### config.mk
export PLATFORM = sky130hd
export DESIGN_NAME = mcu_bus_fabric
export DESIGN_NICKNAME = d
export VERILOG_FILES = /design/src/rtl/mcu_bus_fabric.sv
export SDC_FILE = /design/constraint.sdc
export NUM_CORES = 1
export LEC_CHECK = 0
export CORE_MARGIN = 4
export CORE_UTILIZATION = 30
export DETAILED_ROUTE_END_ITERATION = 8
export PLACE_DENSITY = 0.77
export SETUP_SLACK_MARGIN = 0.1
export SLEW_MARGIN = 30
export SYNTH_ARGS = -nofsm -noshare
export SYNTH_HDL_FRONTEND = slang
export SYNTH_SLANG_ARGS = --single-unit
export TNS_END_PERCENT = 20
### constraint.sdc
create_clock -name clk -period 2.89 [get_ports clk]
set_clock_uncertainty 0.05 [all_clocks]
set_input_delay 0.289 -clock clk [delete_from_list [all_inputs] [get_ports clk]]
set_output_delay 0.289 -clock clk [all_outputs]
set_load 0.02 [all_outputs]
### src/rtl/mcu_bus_fabric.sv
// Single-master bus fabric: address decode, one-hot slave select, wait states, timeout, error return.
// Latency: request edge -> strobe next cycle -> m_ready one cycle after slave ready; master holds request until m_ready.
module mcu_bus_fabric #(
   parameter int ADDR_W  = 32,
   parameter int DATA_W  = 32,
   parameter int NUM_SLV = 4,
   // slave i base/mask live at bits [i*ADDR_W +: ADDR_W]
   parameter logic [NUM_SLV*ADDR_W-1:0] SLV_BASE = {32'h3000_0000, 32'h2000_0000,
                                                    32'h1000_0000, 32'h0000_0000},
   parameter logic [NUM_SLV*ADDR_W-1:0] SLV_MASK = {4{32'hF000_0000}},
   parameter int TIMEOUT = 16
) (
   input  logic                        clk,
   input  logic                        rst,
   input  logic [ADDR_W-1:0]           m_addr,
   input  logic [DATA_W-1:0]           m_wdata,
   input  logic                        m_read,
   input  logic                        m_write,
   output logic [DATA_W-1:0]           m_rdata,
   output logic                        m_ready,
   output logic                        m_error,
   output logic [NUM_SLV-1:0]          s_sel,
   output logic [ADDR_W-1:0]           s_addr,
   output logic [DATA_W-1:0]           s_wdata,
   output logic                        s_read,
   output logic                        s_write,
   input  logic [NUM_SLV*DATA_W-1:0]   s_rdata,
   input  logic [NUM_SLV-1:0]          s_ready,
   input  logic [NUM_SLV-1:0]          s_error
);

   localparam int            CW       = $clog2(TIMEOUT + 1);
   localparam logic [CW-1:0] CNT_LAST = CW'(TIMEOUT - 1);

   typedef enum logic [1:0] {IDLE, ACCESS, RESP} state_t;

   state_t              state, state_nxt;
   logic [CW-1:0]       cnt, cnt_nxt;
   logic [NUM_SLV-1:0]  sel_nxt, hit, hit_1h;
   logic [ADDR_W-1:0]   addr_nxt;
   logic [DATA_W-1:0]   wdata_nxt, rdata_nxt, sel_rdata;
   logic                rd_nxt, wr_nxt, ready_nxt, error_nxt;
   logic                sel_rdy, sel_err;

   always_comb begin
      hit = '0;
      for (int i = 0; i < NUM_SLV; i++) begin
         hit[i] = (m_addr & SLV_MASK[i*ADDR_W +: ADDR_W]) ==
                  (SLV_BASE[i*ADDR_W +: ADDR_W] & SLV_MASK[i*ADDR_W +: ADDR_W]);
      end
   end

   // isolate the lowest set bit so the lowest-index slave wins on overlap
   assign hit_1h = hit & (~hit + NUM_SLV'(1));

   assign sel_rdy = |(s_ready & s_sel);
   assign sel_err = |(s_error & s_sel);

   always_comb begin
      sel_rdata = '0;
      for (int i = 0; i < NUM_SLV; i++) begin
         if (s_sel[i]) sel_rdata = sel_rdata | s_rdata[i*DATA_W +: DATA_W];
      end
   end

   always_comb begin
      state_nxt = state;
      cnt_nxt   = cnt;
      sel_nxt   = s_sel;
      addr_nxt  = s_addr;
      wdata_nxt = s_wdata;
      rd_nxt    = s_read;
      wr_nxt    = s_write;
      rdata_nxt = m_rdata;
      ready_nxt = 1'b0;
      error_nxt = 1'b0;
      case (state)
         IDLE: begin
            if (m_read ^ m_write) begin
               addr_nxt  = m_addr;
               wdata_nxt = m_wdata;
               cnt_nxt   = '0;
               if (|hit) begin
                  state_nxt = ACCESS;
                  sel_nxt   = hit_1h;
                  rd_nxt    = m_read;
                  wr_nxt    = m_write;
               end else begin
                  state_nxt = RESP;
                  ready_nxt = 1'b1;
                  error_nxt = 1'b1;
                  rdata_nxt = '0;
               end
            end else if (m_read && m_write) begin
               state_nxt = RESP;
               ready_nxt = 1'b1;
               error_nxt = 1'b1;
               rdata_nxt = '0;
            end
         end
         ACCESS: begin
            // ready is checked before expiry so a last-cycle ready still completes cleanly
            if (sel_rdy) begin
               state_nxt = RESP;
               ready_nxt = 1'b1;
               error_nxt = sel_err;
               rdata_nxt = s_read ? sel_rdata : '0;
               sel_nxt   = '0;
               rd_nxt    = 1'b0;
               wr_nxt    = 1'b0;
            end else if (cnt == CNT_LAST) begin
               state_nxt = RESP;
               ready_nxt = 1'b1;
               error_nxt = 1'b1;
               rdata_nxt = '0;
               sel_nxt   = '0;
               rd_nxt    = 1'b0;
               wr_nxt    = 1'b0;
            end else begin
               cnt_nxt = cnt + CW'(1);
            end
         end
         RESP: begin
            state_nxt = IDLE;
         end
         default: begin
            state_nxt = IDLE;
         end
      endcase
   end

   always_ff @(posedge clk or negedge rst) begin
      if (!rst) begin
         state   <= IDLE;
         cnt     <= '0;
         s_sel   <= '0;
         s_addr  <= '0;
         s_wdata <= '0;
         s_read  <= 1'b0;
         s_write <= 1'b0;
         m_rdata <= '0;
         m_ready <= 1'b0;
         m_error <= 1'b0;
      end else begin
         state   <= state_nxt;
         cnt     <= cnt_nxt;
         s_sel   <= sel_nxt;
         s_addr  <= addr_nxt;
         s_wdata <= wdata_nxt;
         s_read  <= rd_nxt;
         s_write <= wr_nxt;
         m_rdata <= rdata_nxt;
         m_ready <= ready_nxt;
         m_error <= error_nxt;
      end
   end

endmodule

==> results.json <==
{
  "critPathMaxFanout": 12,
  "status": "complete, no violations",
  "drive_gt1_share_pct": 4.06,
  "die_area_sq_um": 18400,
  "seq_area_frac_synth_pct": 57.0,
  "period_share_pct": 79.2,
  "grtUsageTotal_pct": 18.6,
  "clockBufferDepth": 2,
  "initial_core_util_pct": 30.7,
  "cts_resized": 0,
  "synth_top_flop_cell": "dfrtp_1",
  "worst_slew_margin_rel_pct": 67.6,
  "hpwl_um": 13400,
  "synth_edf_count": 0,
  "syn_to_final_growth_pct": 73.6,
  "synthArstFlopShare_pct": 100,
  "avgSynthCellArea_sq_um": 9.93,
  "fin_ws_ns": 0.602,
  "cp_slowest_stage_delay_ns": 0.47,
  "hp-class": "input pin to async pin",
  "path_clk_slew_ns": 0.07,
  "yosysWarnings": 0,
  "pre_cts_slack_ns": 0.512,
  "grt_pass1_wl_um": 26800,
  "drt-total-wl_um": 17700,
  "cts_setup_buffers": 0,
  "max-vdd-ir-drop_mv": 0.483,
  "die_width_um": 136,
  "ios": 308,
  "setup_viol": 0,
  "crit_chain": "ha_1 -> and3_1 -> ha_1 -> nand4b_1 -> nand2_2 -> mux2_2",
  "synth_top_cell_by_area": "dfrtp_1",
  "hold_viol": 0,
  "pwr-share-seq_pct": 32.5,
  "maxSlewViolCount": 0,
  "ant_nets": 0,
  "cp-end-kind": "flop",
  "rsz0062_at_grt": "no",
  "power.total_uw": 7210,
  "avgRoutedWirePerCell_um": 17.6,
  "synthCells": 491,
  "switching_power_uw": 2870,
  "grt_overflow_total": 0,
  "critPathBufInv": 0,
  "gp_congestion": 0.767,
  "leakage_uw": 0.00370,
  "crit_path_top_delay_cell": "nand4b_1",
  "drt_iter0_drc": 164,
  "dr_total_vias": 4933,
  "cts_tree": "done",
  "yosysUniqueCellTypes": 34,
  "cts_buffers": 9,
  "drcViolationCount": 0,
  "antenna_found_initial": 0,
  "crit_family": "simple AND/OR/NAND/NOR gates",
  "cts_sinks": 111,
  "ys_top_cells_by_area": "dfrtp_1 (57%), nand2_1 (15%), a22o_1 (6.3%), a221oi_1 (5.7%), o2bb2ai_1 (5.7%)",
  "place_inst": 988,
  "grt_max_degree": 58,
  "power.density_nw_per_um2": 852,
  "via_per_inst": 4.91,
  "internal_power_uw": 4350,
  "fmax_mhz": 437,
  "htreeDepth": 3,
  "firstDrtPassIters": 5,
  "insertion_delay_ns": 0.34,
  "crit_top_cell": "ha_1",
  "clkPwrFrac_pct": 15.8,
  "syn_area_sq_um": 4880,
  "fin_cells": 1005,
  "io_buffers": 307,
  "worstMarginPinSlew_ns": 0.483,
  "fin_nets": 991,
  "arrival_ns": 2.47,
  "synth_fp_nets": 698,
  "cts_root_buffer": "clkbuf_16",
  "combPwrFrac_pct": 51.7,
  "critPathLaunchType": "flop",
  "insertedDiodeCount": 0,
  "crit_required_ns": 3.07,
  "ys_ff_latch": 111,
  "fin_crit_ns": 2.29,
  "rows": 46,
  "cap_violations": 0,
  "crit_type": "flop to flop",
  "fin_util_pct": 53.3,
  "tns_ns": 0,
  "fp.dieH_um": 136,
  "first_global_vias": 5041,
  "yosys.area.top_type_share_pct": 57.0,
  "core-area_sq_um": 15900,
  "swShare_pct": 39.7
}
-- layout make-up --
type                       count  area, sq um
clock inverter                 6         36.3
timing repair buffer         319         3210
fill                        1450         7420
inverter                       7         26.3
multi-input combinational    336         1910
clock buffer                  10          229
tap                          216          270
sequential                   111         2780
-- power groups by stage --
stage               sequential, uW  combinational, uW  clock (uW)
finish                        2340               3730        1140
CTS                           2350               3780        1190
floorplan                     2940               1400           0
global route                  2410               4030        1250
detailed placement            2360               3770           0
global placement              2350               3720           0
-- cells in the final DEF, fill, tap and decap left out, types with 2 or more instances in the layout --
cell type | synthesis | layout
dfrtp_1 | 111 | 111
o211ai_1 | 2 | 2
nand2_2 | 1 | 2
a22oi_1 | 4 | 4
nand3_1 | 4 | 4
ha_1 | 3 | 3
clkbuf_16 | 0 | 9
a21oi_1 | 3 | 3
clkinv_2 | 0 | 4
buf_12 | 0 | 4
nor2_1 | 2 | 2
a22o_1 | 35 | 35
clkdlybuf4s50_1 | 0 | 306
a221oi_1 | 32 | 32
o31ai_1 | 2 | 2
buf_4 | 0 | 8
nand3b_1 | 2 | 2
and3_1 | 2 | 2
o21ai_0 | 3 | 3
o2bb2ai_1 | 32 | 32
nor3_1 | 2 | 2
nand2_1 | 195 | 194
inv_1 | 7 | 7
-- metrics by stage --
| step | cell area, sq um | hold slack (ns) |
|---|---|---|
| after global routing | 8460 | 0.399 |
| after CTS | 8460 | 0.369 |
| final | 8460 | 0.370 |
| after detailed placement | 8190 | 0.181 |
| after floorplan | 4880 | -0.0566 |
| after global placement | 8190 | 0.181 |
-- path summary, 6_finish.rpt --
check                                           start                       to  slack [ns]  cells after the start
worst max-delay path               cnt[0]$_DFFE_PN0P_     s_sel[1]$_DFFE_PN0P_        0.60                      6
worst min-delay path                              rst  s_wdata[25]$_DFFE_PN0P_        0.37                      2
worst max register to register     cnt[0]$_DFFE_PN0P_     s_sel[1]$_DFFE_PN0P_        0.60                      6
worst min register to register  s_addr[1]$_DFFE_PN0P_    s_addr[1]$_DFFE_PN0P_        0.43                      2
max in group asynchronous                         rst   s_addr[21]$_DFFE_PN0P_        1.69                      3
min in group clk                          m_wdata[24]  s_wdata[24]$_DFFE_PN0P_        0.42                      3
-- what timing repair did --
action,4_1_cts,5_1_grt
hold buffers,1,0
hold endpoints to repair,23,0
endpoints found under the setup margin,0,0
-- synth_stat cells (2+ instances only) --
master,n
buf_2,3
buf_6,3
inv_1,7
nand3_1,4
ha_1,3
o21ai_0,3
nor2_1,2
buf_1,4
dfrtp_1,111
a21oi_1,3
nand3b_1,2
and3_1,2
a22oi_1,4
a22o_1,35
clkbuf_1,27
o2bb2ai_1,32
nor3_1,2
a221oi_1,32
o211ai_1,2
o31ai_1,2
nand2_1,195
-- cell families after synthesis --
family / synth area share [%]
AND/OR/NAND/NOR: 17.5
AO/OA/AOI/OAI: 20.4
flip-flops: 57.0
buffers and inverters: 3.93
adder cells (fa/ha/maj): 0.770
multiplexers: 0.436
-- worst reg2reg max path: cells and delay by family (launching register included) --
family | cells | cell delay [ns]
fa+ha+maj | 2 | 0.41
flops | 1 | 0.41
mux | 1 | 0.35
simple gates | 3 | 0.95
-- per-layer routing --
| layer | global-route usage [%] | share of wire [%] |
|---|---|---|
| met2 | 32.2 | 49 |
| met5 | 0 | 0 |
| met3 | 6.76 | 9.7 |
| met1 | 21.4 | 39 |
| met4 | 6.16 | 1.9 |
-- sequential cells by signal, indices dropped and copies added (netlist names) --
register  cells
s_sel         4
cnt           5
s_write       1
s_wdata      32
state         2
s_addr       32
m_error       1
s_read        1
m_ready       1
m_rdata      32
No activity file was read; power rests on OpenSTA's default activity.
